===== config.mk =====
export PLATFORM = sky130hd
export DESIGN_NAME = keypad_scan_controller
export DESIGN_NICKNAME = d
export VERILOG_FILES = /design/src/rtl/keypad_pkg.sv /design/src/rtl/keypad_matrix_debounce.sv /design/src/rtl/keypad_scan_controller.sv
export SDC_FILE = /design/constraint.sdc
export NUM_CORES = 1
export LEC_CHECK = 0
export ABC_AREA = 1
export CAP_MARGIN = 20
export CORE_MARGIN = 2
export CORE_UTILIZATION = 35
export DETAILED_ROUTE_END_ITERATION = 10
export PLACE_DENSITY = 0.49
export SKIP_CTS_REPAIR_TIMING = 1
export SLEW_MARGIN = 30
export SYNTH_ARGS = -nofsm -noshare
export SYNTH_HDL_FRONTEND = slang
export SYNTH_SLANG_ARGS = --single-unit
export TNS_END_PERCENT = 100

===== constraint.sdc =====
create_clock -name clk -period 2.4 [get_ports clk]
set_input_delay 0.48 -clock clk [delete_from_list [all_inputs] [get_ports clk]]
set_output_delay 0.48 -clock clk [all_outputs]
set_load 0.01 [all_outputs]

===== src/rtl/keypad_pkg.sv =====
// keypad_pkg: shared constants, FSM state type and snapshot helper functions
package keypad_pkg;
  localparam int ROWS = 4;
  localparam int COLS = 4;
  localparam int KEY_W = 4;
  localparam int NKEYS = ROWS * COLS;
  typedef enum logic [1:0] {IDLE, DRIVE, SAMPLE, EVAL} state_t;
  function automatic logic is_one(input logic [NKEYS-1:0] v);
    return v != '0 && (v & (v - NKEYS'(1))) == '0;
  endfunction
  function automatic logic ge_two(input logic [NKEYS-1:0] v);
    return (v & (v - NKEYS'(1))) != '0;
  endfunction
  function automatic logic [KEY_W-1:0] key_index(input logic [NKEYS-1:0] v);
    logic [KEY_W-1:0] c;
    c = '0;
    for (int i = 0; i < NKEYS; i++)
      if (v[i]) c = KEY_W'(i);
    return c;
  endfunction
endpackage


===== src/rtl/keypad_matrix_debounce.sv =====
// keypad_matrix_debounce: accepts a snapshot once it repeats DEBOUNCE_SCANS times in a row
module keypad_matrix_debounce import keypad_pkg::*; #(
  parameter int DEBOUNCE_SCANS = 4
) (
  input  logic             clk,
  input  logic             rst,
  input  logic [NKEYS-1:0] snap,
  input  logic             eval,
  output logic [NKEYS-1:0] stable,
  output logic             accept
);
  localparam int CW = DEBOUNCE_SCANS > 1 ? $clog2(DEBOUNCE_SCANS) : 1;
  localparam logic [CW-1:0] TOP = CW'(DEBOUNCE_SCANS - 1);
  logic [NKEYS-1:0] prev;
  logic [CW-1:0] cnt, cnt_nx;
  // saturating repeat count; accept fires combinationally in the eval cycle
  always_comb begin
    cnt_nx = snap != prev ? '0 : cnt == TOP ? cnt : cnt + 1'b1;
    accept = eval && cnt_nx == TOP;
  end
  // history and stable snapshot advance only on the eval strobe
  always_ff @(posedge clk or posedge rst)
    if (rst) begin
      prev <= '0;
      cnt <= '0;
      stable <= '0;
    end else if (eval) begin
      prev <= snap;
      cnt <= cnt_nx;
      if (accept) stable <= snap;
    end
endmodule


===== src/rtl/keypad_scan_controller.sv =====
// keypad_scan_controller: paced column scan, debounced snapshots, single-key press events
module keypad_scan_controller import keypad_pkg::*; #(
  parameter int SETTLE_CYCLES = 16,
  parameter int DEBOUNCE_SCANS = 4
) (
  input  logic             clk,
  input  logic             rst,
  input  logic             scan_en,
  input  logic [ROWS-1:0]  keypad_row_in,
  output logic [COLS-1:0]  keypad_col_out,
  output logic [KEY_W-1:0] key_code,
  output logic             key_valid,
  input  logic             key_ready,
  output logic             key_down,
  output logic             key_multi,
  output logic             overrun
);
  localparam int SW = SETTLE_CYCLES > 1 ? $clog2(SETTLE_CYCLES) : 1;
  state_t state, state_nx;
  logic [1:0] col;
  logic [SW-1:0] settle;
  logic [NKEYS-1:0] snap, stable;
  logic accept, press, settle_done;
  keypad_matrix_debounce #(.DEBOUNCE_SCANS(DEBOUNCE_SCANS)) u_deb (
    .clk(clk),
    .rst(rst),
    .snap(snap),
    .eval(state == EVAL),
    .stable(stable),
    .accept(accept)
  );
  assign settle_done = settle == SW'(SETTLE_CYCLES - 1);
  // a press needs the previously accepted snapshot to be empty
  assign press = accept && stable == '0 && is_one(snap);
  // state register
  always_ff @(posedge clk or posedge rst)
    if (rst) state <= IDLE;
    else state <= state_nx;
  // next state and column drive
  always_comb begin
    state_nx = state;
    case (state)
      IDLE:    state_nx = scan_en ? DRIVE : IDLE;
      DRIVE:   state_nx = settle_done ? SAMPLE : DRIVE;
      SAMPLE:  state_nx = col == 2'd3 ? EVAL : DRIVE;
      EVAL:    state_nx = scan_en ? DRIVE : IDLE;
    endcase
    keypad_col_out = (state == DRIVE || state == SAMPLE) ? 4'b0001 << col : '0;
  end
  // settle timer, column index and snapshot capture; col wraps to 0 after the last column
  always_ff @(posedge clk or posedge rst)
    if (rst) begin
      settle <= '0;
      col <= '0;
      snap <= '0;
    end else begin
      settle <= state == DRIVE && !settle_done ? settle + 1'b1 : '0;
      if (state == SAMPLE) begin
        for (int r = 0; r < ROWS; r++) snap[{2'(r), col}] <= keypad_row_in[r];
        col <= col + 1'b1;
      end
    end
  // status flags and the single-entry event register
  always_ff @(posedge clk or posedge rst)
    if (rst) begin
      key_down <= 1'b0;
      key_multi <= 1'b0;
      key_code <= '0;
      key_valid <= 1'b0;
      overrun <= 1'b0;
    end else begin
      overrun <= 1'b0;
      if (accept) begin
        key_down <= is_one(snap);
        key_multi <= ge_two(snap);
      end
      if (press && (!key_valid || key_ready)) begin
        key_code <= key_index(snap);
        key_valid <= 1'b1;
      end else if (press) overrun <= 1'b1;
      else if (key_ready) key_valid <= 1'b0;
    end
endmodule


---- After elaboration in Yosys (flattened, before gate mapping) ----
Index checks and enable logic that the tools add are counted.
operators by class
  muxes and demuxes ....................... 40
  shifts and indexed selects .............. 1
  equal/unequal tests ..................... 9
  bitwise operators ....................... 1
  magnitude comparators ................... 8
  reduce and logical (&&, ||, !) cells .... 23
  add/sub/neg operators ................... 4
operators with widths
  operator               count
  $bwmux 16              4
  $mux 4                 16
  $logic_not 16->1       2
  $reduce_bool 16->1     2
  $and 16x16->16         1
  $ne 16x16->1           1
  $sub 16x1->16 const B  1
  $mux 1                 11
  $eq 2x2->1 const B     5
  $logic_and 1x1->1      10
  $lt 4x5->1 const B     2
  $demux 1 s2            4
  $ge 4x1->1 const B     2
  $mux 2                 4
  $pmux 2 s3             1
  $lt 2x5->1 const B     1
  $lt 3x5->1 const B     1
  $add 2x1->2 const B    2
  $add 4x1->4 const B    1
  $eq 4x4->1 const B     1
  $reduce_and 2->1       2
  $shl 1x2->4 const A    1
  $ge 3x1->1 const B     1
  $eq 2x1->1 const B     1
  other kinds (7)        9
word-level totals
  bits of input ports ..................... 8
  register bits after elaboration ......... 66

---- Depth between registers and ports, before layout ----
  depth in word-level cells ............... 15
  gate-level depth with buffers ........... 17

---- Hierarchy ----
Synthesis repeated with hierarchy kept, for this count alone.
unflattened totals
  cell total of the unflattened synthesis .. 461
  area total of the unflattened synthesis .. 3529.6 sq um
modules (own cells, without submodules)
  module                  area each (sq um)  instances  sequential area each (sq um)  cells each
  keypad_scan_controller  1855.5             1          800.8                         244
  keypad_matrix_debounce  1674.1             1          850.8                         217

---- Worst setup path after synthesis ----
Ideal clock, no wire load.
  path kind ............................... register to register
  start ................................... register snap[3]
  end ..................................... register key_code[2]
  setup slack ............................. 0.782 ns
  setup time .............................. 0.124 ns
  cell stages (with the launch flop) ...... 14
  data arrival time ....................... 1.494 ns
  clock period less this slack ............ 1.618 ns
  path through ............................ dfrtp_1 -> buf_2 -> nor2_4 -> nand2_2 -> nor2_4 -> nand2_1 -> nand2_2 -> nand2_2 -> nor2_2 -> nand3_2 -> nor2_4 -> nand3_4 -> nand2_1 -> o21ai_1
between the ends
  longest elaborated chain between the ends .. 13
  elaborated cells between the ends (all ways) .. 25
  those cells by class .................... add/sub: 1; eq/ne: 2; mux: 14; bitwise: 1; reduce/logical: 7
ends and longest elaborated chain
  item                    RTL line                      source
  from (decl)             keypad_scan_controller.sv:22  logic [NKEYS-1:0] snap, stable;
  from (signal assigned)  keypad_scan_controller.sv:55  snap <= '0;
  $mux 4 (13 in a row)    keypad_pkg.sv:18              if (v[i]) c = KEY_W'(i);
  to (signal assigned)    keypad_scan_controller.sv:78  key_code <= key_index(snap);
  to (decl)               keypad_scan_controller.sv:11  output logic [KEY_W-1:0] key_code,
Several ways; a longest one is shown, not always the timed one.
A chain may end at the register's enable or synchronous reset.

---- Worst setup path after layout ----
  start ................................... register state[0]
  end ..................................... output keypad_col_out[3]
between the ends
  longest elaborated chain between the ends .. 3
  elaborated cells between the ends (all ways) .. 4
  those cells by class .................... eq/ne: 2; mux: 1; reduce/logical: 1
ends and longest elaborated chain
  item                                      RTL line                      source
  from (decl)                               keypad_scan_controller.sv:19  state_t state, state_nx;
  from (signal assigned)                    keypad_scan_controller.sv:38  else state <= state_nx;
  $eq 2x1->1 or $eq 2x2->1 (tied branches)  keypad_scan_controller.sv:48  keypad_col_out = (state == DRIVE || state == SAMPLE) ? 4'b0001 << col : '0;
  $logic_or 1x1->1 *                        keypad_scan_controller.sv:48
  $mux 4 *                                  keypad_scan_controller.sv:48
  to (decl)                                 keypad_scan_controller.sv:10  output logic [COLS-1:0] keypad_col_out,
Every way passes the cells marked *; elsewhere a longest branch is shown, timed or not.

==> impl_metrics.xml <==
<?xml version="1.0" encoding="UTF-8"?>
<metrics>
  <group name="outcome">
    <metric name="outcome" unit="">finished, final reports clean</metric>
  </group>
  <group name="timing">
    <metric name="worst-slew-pin-transition" unit="ns">0.524</metric>
    <metric name="post-route-min-period" unit="ns">2.28</metric>
    <metric name="fmaxAchievable" unit="GHz">0.439</metric>
    <metric name="final_setup_tns" unit="ns">0</metric>
    <metric name="finalMaxSlewViolations" unit="">0</metric>
    <metric name="finalCritPeriodShare" unit="%">94.8</metric>
    <metric name="finalSetupViolCount" unit="">0</metric>
    <metric name="max_slew_margin" unit="%">65.1</metric>
    <metric name="layout_setup_ws" unit="ns">0.124</metric>
    <metric name="worst_clock_skew" unit="ns">0.0134</metric>
    <metric name="final_hold_viol_count" unit="">0</metric>
  </group>
  <group name="drt">
    <metric name="route.antenna.remaining_nets" unit="">0</metric>
    <metric name="detailroute.via_count" unit="">2708</metric>
    <metric name="route.detailed.drc" unit="">0</metric>
    <metric name="totalWireLength" unit="um">7520</metric>
    <metric name="wl_met3" unit="um">160</metric>
    <metric name="highest_layer" unit="">met4</metric>
    <metric name="post_drt_via_cell_ratio" unit="">4.62</metric>
    <metric name="met2WireLength" unit="um">3430</metric>
    <metric name="m1WireLength" unit="um">3720</metric>
    <metric name="post_drt_wl_per_cell" unit="um">12.8</metric>
    <metric name="drt_iter0_markers" unit="">93</metric>
    <metric name="firstDrtPassIters" unit="">4</metric>
  </group>
  <group name="clock_network">
    <metric name="worstSkewPairLatency" unit="ns">0.35</metric>
    <metric name="tritoncts.num_buffers" unit="">9</metric>
    <metric name="clkSinkCount" unit="">66</metric>
    <metric name="cts_max_path_buffers" unit="">2</metric>
    <metric name="cts.reportedPaths.clkPinSlew" unit="ns">0.07</metric>
    <metric name="htree_num_levels" unit="">3</metric>
    <metric name="clock_tree_from_tritoncts" unit="">yes</metric>
    <metric name="clock-root-buffer" unit="">clkbuf_8</metric>
  </group>
  <group name="layout">
    <metric name="mostFrequentLayoutCell" unit="">nand2_1</metric>
    <metric name="layout.nets" unit="">469</metric>
    <metric name="synthToLayoutAreaGrowth" unit="%">14.3</metric>
    <metric name="antenna_diode_count" unit="">0</metric>
    <metric name="layout-drive-gt1-share" unit="%">10.2</metric>
    <metric name="layout.cells.most_common_list" unit="">136 x nand2_1, 66 x dfrtp_1, 52 x o21ai_0</metric>
  </group>
  <group name="floorplanning">
    <metric name="floorplan.initialDensity" unit="%">35.7</metric>
    <metric name="core_region_area" unit="um^2">9640</metric>
    <metric name="fp.dieArea" unit="um^2">10600</metric>
    <metric name="die-width" unit="um">103</metric>
    <metric name="placementRows" unit="">36</metric>
    <metric name="io_pins" unit="">20</metric>
    <metric name="die_h" unit="um">103</metric>
  </group>
  <group name="setup_path">
    <metric name="rrSetupSlack" unit="ns">0.51</metric>
    <metric name="top_fanout_value_on_the_critical_path" unit="">5</metric>
    <metric name="timing.critical_path.to_type" unit="">primary output</metric>
    <metric name="critical_path.reg2reg.startpoint" unit="">snap[3]</metric>
    <metric name="reg2regPathDepth" unit="">10</metric>
    <metric name="critPathKind" unit="">register to primary output</metric>
    <metric name="timing.critical_path.from_type" unit="">register</metric>
    <metric name="timing.critical_path.required" unit="ns">1.92</metric>
    <metric name="cp_data_arrival_time" unit="ns">1.80</metric>
    <metric name="regToRegEndpoint" unit="">key_code[2]</metric>
    <metric name="crit_start" unit="">state[0]</metric>
  </group>
  <group name="logic_synthesis">
    <metric name="synth.top_cell.area_share" unit="%">48.0</metric>
    <metric name="synth.top_cells.by_area" unit="">dfrtp_1 48%, nand2_1 15%, o21ai_0 7.6%, inv_1 4.4%, nor2_1 4.1%</metric>
    <metric name="netlist_instances" unit="">428</metric>
    <metric name="postSynthAreaPerCell" unit="um^2">8.04</metric>
    <metric name="synthesis.area" unit="um^2">3440</metric>
    <metric name="proportion_of_synthesized_chip_area_in_sequential_cells" unit="%">48.0</metric>
    <metric name="synth.ff_latch_count" unit="">66</metric>
    <metric name="synth-warning-count" unit="">0</metric>
    <metric name="ys_types" unit="">32</metric>
    <metric name="netlist.top_cell.by_area" unit="">dfrtp_1</metric>
    <metric name="postSynthNetCount" unit="">445</metric>
  </group>
  <group name="power">
    <metric name="power.leakage" unit="uW">0.00186</metric>
    <metric name="peakVddDrop" unit="V">0.000199</metric>
    <metric name="power_per_cell_area" unit="nW/um^2">506</metric>
  </group>
  <group name="hold_path">
    <metric name="hold_path_class" unit="">register to register</metric>
    <metric name="hold-path-cell-count" unit="">1</metric>
    <metric name="worstHoldEndpoint" unit="">settle[0]</metric>
    <metric name="hold_path_startpoint" unit="">settle[0]</metric>
  </group>
  <group name="global_routing">
    <metric name="grt_pass1_wl" unit="um">12800</metric>
    <metric name="grt_pass1_vias" unit="">2677</metric>
    <metric name="grt_antenna_before_repair" unit="">0</metric>
    <metric name="largest_net_degree_at_the_start_of_global_routing" unit="">67</metric>
    <metric name="grtUsageTotal" unit="%">16.0</metric>
    <metric name="globalRouteOverflowTotal" unit="">0</metric>
  </group>
  <group name="place">
    <metric name="placement.io_buffers" unit="">19</metric>
    <metric name="globalplace.congestion" unit="">0.832</metric>
    <metric name="detailedPlace.worstSlack" unit="ns">0.473</metric>
    <metric name="dp_hpwl" unit="um">5580</metric>
  </group>
  <group name="flow_run">
    <metric name="cap_viol_max_count" unit="">0</metric>
  </group>
</metrics>
## cell usage after synthesis (all sizes together)
cell and count:
a21oi 3, xnor2 13, xor2 1, dfrtp 66
nand3 12, nand2 142, nor3 2, a21boi 1
ha 9, clkbuf 6, o211ai 1, nor2 49
a22o 1, inv 45, a22oi 1, nor4 3
nand4 4, or2 3, buf 4, o21ai 61
clkinv 1
## critical path: stages (launching register included)
cell,delay [ns]
dfrtp_1,0.39
inv_1,0.06
ha_1,0.34
nor2_1,0.12
clkdlybuf4s50_1,0.54
## metrics by stage
stage	total power (uW)	hold WS (ns)	cells	cell area, um^2	util (%)
2_1_floorplan	1200	0.431	428	3440	-
3_3_place_gp	1230	0.454	573	3780	39.2
3_5_place_dp	1230	0.462	573	3780	39.2
4_1_cts	2020	0.471	585	3930	40.7
5_1_grt	2090	0.492	586	3940	40.8
6_report	1990	0.473	586	3940	40.8
## registers in the layout (all words and copies together) (netlist names), 2 cells and up
name	flops
col	2
key_code	4
settle	4
snap	16
state	2
u_deb.cnt	2
u_deb.prev	16
u_deb.stable	16
## logic make-up (layout without fill, tap and decap cells)
family          after synthesis  in the layout  share of synthesized area, %
xor+xnor                     14             14                          3.56
flops                        66             66                          48.0
buf+inv                      56             81                          6.62
fa+ha+maj                     9              9                          3.27
compound gates               68             68                          10.2
simple gates                215            215                          28.4
## how the worst max path moves through the flow
stage	slack (ns)	cells past startpoint	end
after global placement	0.49	4	keypad_col_out[1]
after detailed placement	0.47	4	keypad_col_out[1]
final	0.12	4	keypad_col_out[3]
after global routing	-0.007	4	keypad_col_out[2]
after floorplan	0.27	1	col[0]
after CTS	0.08	4	keypad_col_out[1]
## per-layer routing
metal	track usage, %	vias up
met1	21.4	1269
met3	2.49	15
li1	-	1394
met2	24.9	30
met4	9.21	0
met5	0	-
## power breakdown
part / internal [uW] / leakage, uW / switching (uW)
clock: 379 / 0.0000770 / 403
sequential: 1120 / 0.000834 / 16.4
combinational: 27.6 / 0.000947 / 48.0
## layout make-up
type / instances / area (um^2)
Fill cell: 1066 / 5700
Sequential cell: 66 / 1650
Multi-Input combinational cell: 306 / 1560
Timing Repair Buffer: 23 / 235
Inverter: 46 / 173
Tap cell: 133 / 166
Clock buffer: 11 / 141
Clock inverter: 1 / 5.00
Power figures use the tool's default switching activity.
